==> src/rtl/signed_calc_pkg.sv <==
`default_nettype none
// ============================================================================
// Package     : signed_calc_pkg
// Description : Shared definitions for the signed calculator result path:
//               FSM state encoding, default word/digit sizes and the
//               double-dabble correction constants.
// Revision    : 1.0 - initial release
// ============================================================================
package signed_calc_pkg;

  localparam int WIDTH_DEFAULT  = 8;
  localparam int DIGITS_DEFAULT = 3;
  localparam int BCD_CORRECT    = 3;
  localparam int BCD_THRESH     = 5;

  typedef enum logic [1:0] {
    ST_IDLE = 2'd0,
    ST_NEG  = 2'd1,
    ST_CONV = 2'd2,
    ST_DONE = 2'd3
  } state_t;

endpackage
`default_nettype wire

==> src/rtl/signed_result_decoder_dabble_digit.sv <==
`default_nettype none
// ============================================================================
// Module      : dabble_digit
// Description : Double-dabble correction for one BCD digit. A digit of five
//               or more gets three added so that the following left shift
//               carries into the next decimal digit.
// Ports       : digit_in  [3:0]  BCD digit before correction
//               digit_out [3:0]  corrected digit
// Revision    : 1.0 - initial release
// ============================================================================
module dabble_digit
  import signed_calc_pkg::*;
(
  input  logic [3:0] digit_in,
  output logic [3:0] digit_out
);

  assign digit_out = (digit_in >= 4'(BCD_THRESH)) ? digit_in + 4'(BCD_CORRECT)
                                                  : digit_in;

endmodule
`default_nettype wire

==> src/rtl/signed_result_decoder.sv <==
`default_nettype none
// ============================================================================
// Module      : signed_result_decoder
// Description : Turns a two's-complement result into sign, magnitude and
//               BCD digits. A bit-serial negation phase (WIDTH cycles) is
//               followed by a serial double-dabble phase (WIDTH cycles), so
//               out_valid rises a fixed 2*WIDTH edges after the accept edge.
// Ports       : clk, rst                 clock, synchronous active-high reset
//               in_valid/in_ready/in_data input handshake (ready only in IDLE)
//               out_valid/out_ready      output handshake (valid only in DONE)
//               out_sign                 1 = negative
//               out_mag   [WIDTH-1:0]    unsigned magnitude
//               out_bcd   [4*DIGITS-1:0] magnitude in BCD, digit 0 at [3:0]
// Revision    : 1.0 - initial release
// ============================================================================
module signed_result_decoder
  import signed_calc_pkg::*;
#(
  parameter int WIDTH  = WIDTH_DEFAULT,
  parameter int DIGITS = DIGITS_DEFAULT
) (
  input  logic                  clk,
  input  logic                  rst,
  input  logic                  in_valid,
  output logic                  in_ready,
  input  logic [WIDTH-1:0]      in_data,
  output logic                  out_valid,
  input  logic                  out_ready,
  output logic                  out_sign,
  output logic [WIDTH-1:0]      out_mag,
  output logic [4*DIGITS-1:0]   out_bcd
);

  localparam int CNT_W = $clog2(WIDTH) + 1;
  localparam int BCD_W = 4 * DIGITS;
  localparam logic [CNT_W-1:0] LAST = CNT_W'(WIDTH - 1);

  state_t              state, next_state;
  logic [CNT_W-1:0]    cnt;
  logic                sign_r;
  logic                seen_r;     // a 1 has already passed in the NEG phase
  logic [WIDTH-1:0]    sh_r;       // NEG: input bits, LSB out; CONV: magnitude, MSB out
  logic [WIDTH-1:0]    mag_r;      // magnitude assembled MSB-in during NEG
  logic [BCD_W-1:0]    bcd_r;
  logic [BCD_W-1:0]    bcd_corr;
  logic [BCD_W-1:0]    bcd_next;
  logic                neg_bit;
  logic [WIDTH-1:0]    neg_mag_next;

  // Two's-complement negation LSB-first: copy through the first 1, invert after.
  assign neg_bit      = sh_r[0] ^ (sign_r & seen_r);
  assign neg_mag_next = {neg_bit, mag_r[WIDTH-1:1]};

  generate
    for (genvar d = 0; d < DIGITS; d++) begin : g_digit
      dabble_digit u_dabble (
        .digit_in  (bcd_r[4*d +: 4]),
        .digit_out (bcd_corr[4*d +: 4])
      );
    end
  endgenerate

  assign bcd_next = {bcd_corr[BCD_W-2:0], sh_r[WIDTH-1]};

  // State register
  always_ff @(posedge clk) begin
    if (rst) state <= ST_IDLE;
    else     state <= next_state;
  end

  // Next state and handshake outputs
  always_comb begin
    next_state = state;
    in_ready   = 1'b0;
    out_valid  = 1'b0;
    case (state)
      ST_IDLE: begin
        in_ready = 1'b1;
        if (in_valid) next_state = ST_NEG;
      end
      ST_NEG:  if (cnt == LAST) next_state = ST_CONV;
      ST_CONV: if (cnt == LAST) next_state = ST_DONE;
      ST_DONE: begin
        out_valid = 1'b1;
        if (out_ready) next_state = ST_IDLE;
      end
      default: next_state = ST_IDLE;
    endcase
  end

  // Datapath
  always_ff @(posedge clk) begin
    if (rst) begin
      cnt      <= '0;
      sign_r   <= 1'b0;
      seen_r   <= 1'b0;
      sh_r     <= '0;
      mag_r    <= '0;
      bcd_r    <= '0;
      out_sign <= 1'b0;
      out_mag  <= '0;
      out_bcd  <= '0;
    end else begin
      case (state)
        ST_IDLE: begin
          if (in_valid) begin
            sh_r   <= in_data;
            sign_r <= in_data[WIDTH-1];
            seen_r <= 1'b0;
            cnt    <= '0;
            mag_r  <= '0;
            bcd_r  <= '0;
          end
        end
        ST_NEG: begin
          mag_r  <= neg_mag_next;
          seen_r <= seen_r | sh_r[0];
          if (cnt == LAST) begin
            cnt  <= '0;
            sh_r <= neg_mag_next;   // hand the finished magnitude to CONV
          end else begin
            cnt  <= cnt + 1'b1;
            sh_r <= sh_r >> 1;
          end
        end
        ST_CONV: begin
          bcd_r <= bcd_next;
          sh_r  <= {sh_r[WIDTH-2:0], 1'b0};
          if (cnt == LAST) begin
            cnt      <= '0;
            out_sign <= sign_r;
            out_mag  <= mag_r;
            out_bcd  <= bcd_next;
          end else begin
            cnt <= cnt + 1'b1;
          end
        end
        default: ;
      endcase
    end
  end

endmodule
`default_nettype wire
==> config.mk <==
export PLATFORM = sky130hd
export DESIGN_NAME = signed_result_decoder
export DESIGN_NICKNAME = d
export VERILOG_FILES = /design/src/rtl/signed_calc_pkg.sv /design/src/rtl/signed_result_decoder_dabble_digit.sv /design/src/rtl/signed_result_decoder.sv
export SDC_FILE = /design/constraint.sdc
export NUM_CORES = 1
export LEC_CHECK = 0
export BUFFER_PORTS_ARGS = -buffer_cell sky130_fd_sc_hd__buf_2
export CORE_UTILIZATION = 58
export CTS_CLUSTER_DIAMETER = 60
export DETAILED_ROUTE_END_ITERATION = 8
export GPL_ROUTABILITY_DRIVEN = 0
export PLACE_DENSITY = 0.85
export SLEW_MARGIN = 20
export SYNTH_ARGS = -nofsm -noshare
export SYNTH_HDL_FRONTEND = slang
export SYNTH_HIERARCHICAL = 1
export SYNTH_SLANG_ARGS = --single-unit
==> constraint.sdc <==
create_clock -name clk -period 1.9 [get_ports clk]
set_input_delay 0.19 -clock clk [delete_from_list [all_inputs] [get_ports clk]]
set_output_delay 0.19 -clock clk [all_outputs]
set_load 0.05 [all_outputs]
==> results.cfg, run 1 <==
[timing]
tns_ns = 0
skew_ns = 0.00640
hold_viol = 0
fin_ws_ns = 0.101
fin_crit_sh_pct = 94.7
min_period_ns = 1.80
tightest_slew_ns = 0.676
slew_headroom_pct = 54.9
setup_viol = 0
max_freq_mhz = 556
maxSlewViolCount = 0

[setup_path]
path_class = flip-flop to flip-flop
cp.required_ns = 2.16
cp_slowest_cell = and3b_1
cp-end-kind = flip-flop
crit_start = cnt[0]
crit_path_max_incr_delay_ns = 0.44
cp_data_arrival_time_ns = 2.06
reg2reg_from = cnt[0]
path_max_fanout = 21
setup.worst_path.start_class = flip-flop
worstPathCellList = ha_1 -> and3b_1 -> and2_1 -> buf_12 -> nand2_1 -> a21oi_1

[clock_tree]
cts_tree = yes
root_buffer = clkbuf_8
clkLatencyLatePin_ns = 0.34
cts_buffers = 9
clockBufferDepth = 2
htreeDepth = 3
clk_pin_slew_ns = 0.07
cts_sinks = 57

[run_status]
status = completed

[finish]
layout_common_cells = 61 x nand2_1, 57 x dfxtp_1, 38 x nor2_1, 34 x buf_2, 26 x a21oi_1
syn2layout_area_growth_pct = 18.3
fin_area_um2 = 3370
diodes = 0
drive_gt1_share_pct = 21.4
layout_commonest_cell = nand2_1
nNetsFinal = 401
final_core_utilization_pct = 71.3

[global_routing]
grt_pass1_vias = 2346
grt_overflow_total = 0
grt_pass1_wl_um = 10600
grt_max_degree = 30
grtUsageTotal_pct = 26.2
antenna_found_initial = 0

[floorplan]
die_height_um = 72.1
core_area_um2 = 4720
row_count = 25
initial_utilization_pct = 60.3
die_x_um = 72.1
dieArea_um2 = 5190
ios = 35

[placed_design]
dpl.hpwl_um = 4220
io_buffers = 34
dp_slack_ns = 0.0735
placed_area_um2 = 3100

[power_and_ir_drop]
vdd_drop_max_uv = 1340
powerDensity_nw_per_um2 = 1380
p_leak_nw = 1.37

[drt]
drt-total-wl_um = 6240
avgRoutedWirePerCell_um = 13.9
firstDrtPassIters = 4
vias = 2605
first_iter_violations = 233
ant_nets = 0
drc_errors = 0
viasPerCell = 5.79

[yosys]
synth_nets = 365
yosys_warnings = 6
syn_area_um2 = 2850
avgSynthCellArea_um2 = 8.32
synthCells = 342

[min_path]
hp-start = in_data[7]
hp-class = input pin to flip-flop

[run]
maxCapViolations = 0
through the flow:
step,hold WS (ns),instances,total power [mW]
after floorplan,0.265,342,2.76
after global placement,0.440,432,3.11
after detailed placement,0.443,432,3.17
after CTS,0.119,448,4.56
after global routing,0.140,450,4.88
final,0.128,450,4.65
path summary, 6_finish.rpt:
kind / endpoint / slack, ns / cells after the start
max reg2reg: out_mag[2] / 0.10 / 6
max: out_mag[2] / 0.10 / 6
min: sign_r / 0.13 / 3
min reg2reg: out_bcd[8] / 0.45 / 2
where the power goes:
group | switching, mW | leakage, nW | total [mW] | internal (mW)
clock network | 0.482 | 0.120 | 1.39 | 0.905
registers | 0.123 | 0.462 | 1.42 | 1.30
logic | 1.09 | 0.786 | 1.84 | 0.743
total | 1.70 | 1.37 | 4.65 | 2.95
routing by layer:
metal / up-vias / track usage [%] / routed length [um]
li1: 1265 / - / -
met1: 1230 / 33.6 / 2740
met4: 0 / 14.4 / 151
met2: 95 / 42.6 / 3000
met3: 15 / 3.89 / 348
met5: - / 0 / 0
repair_timing:
item	in CTS	in global routing
resized for setup	0	3
buffers inserted	0	2
hold buffers	0	0
endpoints found under the setup margin	0	2
final cells by class:
type	instances	area (um^2)
clock inverter	5	103
sequential	57	1140
tap	67	83.8
fill	361	1360
timing repair buffer	49	308
multi-input combinational	250	1550
clock buffer	11	141
inverter	11	45.0
critical path, delay by kind of cell (launching register included):
kind / cells / cell delay, ns
AO/OA/AOI/OAI: 1 / 0.15
flip-flops: 1 / 0.37
AND/OR/NAND/NOR: 3 / 0.75
adder cells (fa/ha/maj): 1 / 0.28
buffers and inverters: 1 / 0.16
state kept, by name, summed over array words and instances (netlist names):
name / count
cnt: 4
sh_r: 8
out_bcd: 12
state: 2
mag_r: 8
out_mag: 8
seen_r: 1
out_sign: 1
bcd_r: 12
sign_r: 1
Note: power is estimated with default switching activity, not from simulation.
==> inputs of run 2 (changes only) <==
Settings changed: CORE_UTILIZATION 58 to 62, PLACE_DENSITY 0.85 to unset, PLACE_DENSITY_LB_ADDON set to 0.1.
Clock period 1.9 ns to 2.1 ns, I/O delays scaled along.
==> results.cfg, run 2 (synthesized netlist as in run 1, its figures left out) <==
[run_status]
status = completed

[timing]
setup_viol = 0
tightest_slew_ns = 0.640
slew_headroom_pct = 57.3
max_freq_mhz = 527
hold_viol = 0
maxSlewViolCount = 0
min_period_ns = 1.90
rsz0062_at_grt = no
tns_ns = 0
fin_crit_sh_pct = 90.4
skew_ns = 0.00864

[finish]
layout_commonest_cell = nand2_1
diodes = 0
reg.largest.list = bcd_r: 12 flops, out_bcd: 12 flops
drive_gt1_share_pct = 19.4
syn2layout_area_growth_pct = 14.5
nNetsFinal = 395
multi_input_area_um2 = 1540
fillers = 336
fin_area_um2 = 3260
seq_area_um2 = 1140
final_core_utilization_pct = 74.3
layout_common_cells = 61 x nand2_1, 57 x dfxtp_1, 38 x nor2_1, 34 x buf_2, 26 x a21oi_1

[setup_path]
cp_slowest_cell = dfxtp_1
cp_data_arrival_time_ns = 2.10
rr_worst_depth = 7
path_max_fanout = 10
crit_path_max_incr_delay_ns = 0.39
path_class = flip-flop to flip-flop
cp.required_ns = 2.30
setup.worst_path.start_class = flip-flop
worstPathCellList = inv_1 -> ha_1 -> nor2b_1 -> buf_4 -> a221oi_1 -> and3_1 -> a2111oi_4
cp-end-kind = flip-flop

[drt]
firstDrtPassIters = 5
drc_errors = 0
first_iter_violations = 196
avgRoutedWirePerCell_um = 14.1
drt-total-wl_um = 6060
vias = 2495
viasPerCell = 5.82
ant_nets = 0

[power_and_ir_drop]
p_leak_nw = 1.34
vdd_drop_max_uv = 704
powerDensity_nw_per_um2 = 1210

[clock_tree]
htreeDepth = 3
cts_buffers = 9
clkLatencyLatePin_ns = 0.34
clockBufferDepth = 2
cts_tree = yes
cts-hold-fix-buffers = 0
post_cts_buffers = 0
cts_sinks = 57
cts_resized = 0
clk_pin_slew_ns = 0.07
root_buffer = clkbuf_8

[global_routing]
grt_pass1_vias = 2267
grtUsageTotal_pct = 27.0
grt_max_degree = 31
grt_pass1_wl_um = 10500
grt_overflow_total = 0
antenna_found_initial = 0

[floorplan]
die_height_um = 69.8
die_x_um = 69.8
dieArea_um2 = 4870
core_area_um2 = 4380
initial_utilization_pct = 64.9
ios = 35
row_count = 24

[run]
maxCapViolations = 0

[placed_design]
io_buffers = 34
dpl.hpwl_um = 4000
placed_area_um2 = 3040

[min_path]
worstHoldPathCells = 3
hp-class = input pin to flip-flop
[run 2: changes by cell type in the layout (fill, tap and decap cells not counted), moves of 2 or more]
cell	previous run	this run
clkinvlp_4	2	0
buf_4	13	8
ha_1	9	11
ha_2	2	0
[run 2: critical path, delay by kind of cell, from the launching register on]
kind                     cells  cell delay, ns
buffers and inverters        2            0.25
AND/OR/NAND/NOR              2            0.47
flip-flops                   1            0.39
AO/OA/AOI/OAI                2            0.31
adder cells (fa/ha/maj)      1            0.34
[run 2: final timing paths]
path | to | slack, ns | from
worst max-delay path | sh_r[1] | 0.20 | state[0]
worst min-delay path | sign_r | 0.16 | in_data[7]
worst max register to register | sh_r[1] | 0.20 | state[0]
worst min register to register | out_sign | 0.45 | out_sign
[run 2: layer usage]
metal  track usage, %  vias to the layer above  wire [um]  share of wire, %
met1             36.7                     1157       2910                48
met3             5.67                       10        340               5.6
met4             11.6                        0         95               1.6
met5                0                        -          0                 0
met2             41.6                       75       2720                45
li1                 -                     1253          -                 -
[run 2: stage by stage]
step	std cells	total power [mW]	hold WS, ns	setup slack, ns
CTS	429	3.93	0.148	0.238
floorplan	342	2.50	0.285	0.235
global placement	413	2.78	0.440	0.319
finish	429	3.94	0.156	0.202
detailed placement	413	2.79	0.445	0.284
global route	429	4.16	0.178	0.0690
[run 2: report_power, final]
| part | switching (mW) | internal [mW] |
|---|---|---|
| combinational | 0.942 | 0.572 |
| clock | 0.441 | 0.698 |
| sequential | 0.112 | 1.18 |
| total | 1.50 | 2.45 |
[run 2: final cells by class]
cell class              count  share of cell area [%]
clock buffers              11                    4.34
clock inverters             5                    2.42
inverters                  11                    1.27
multi-input cells         250                    47.3
flip-flops and latches     57                    35.0
well taps                  52                    2.00
repair buffers             43                    7.68
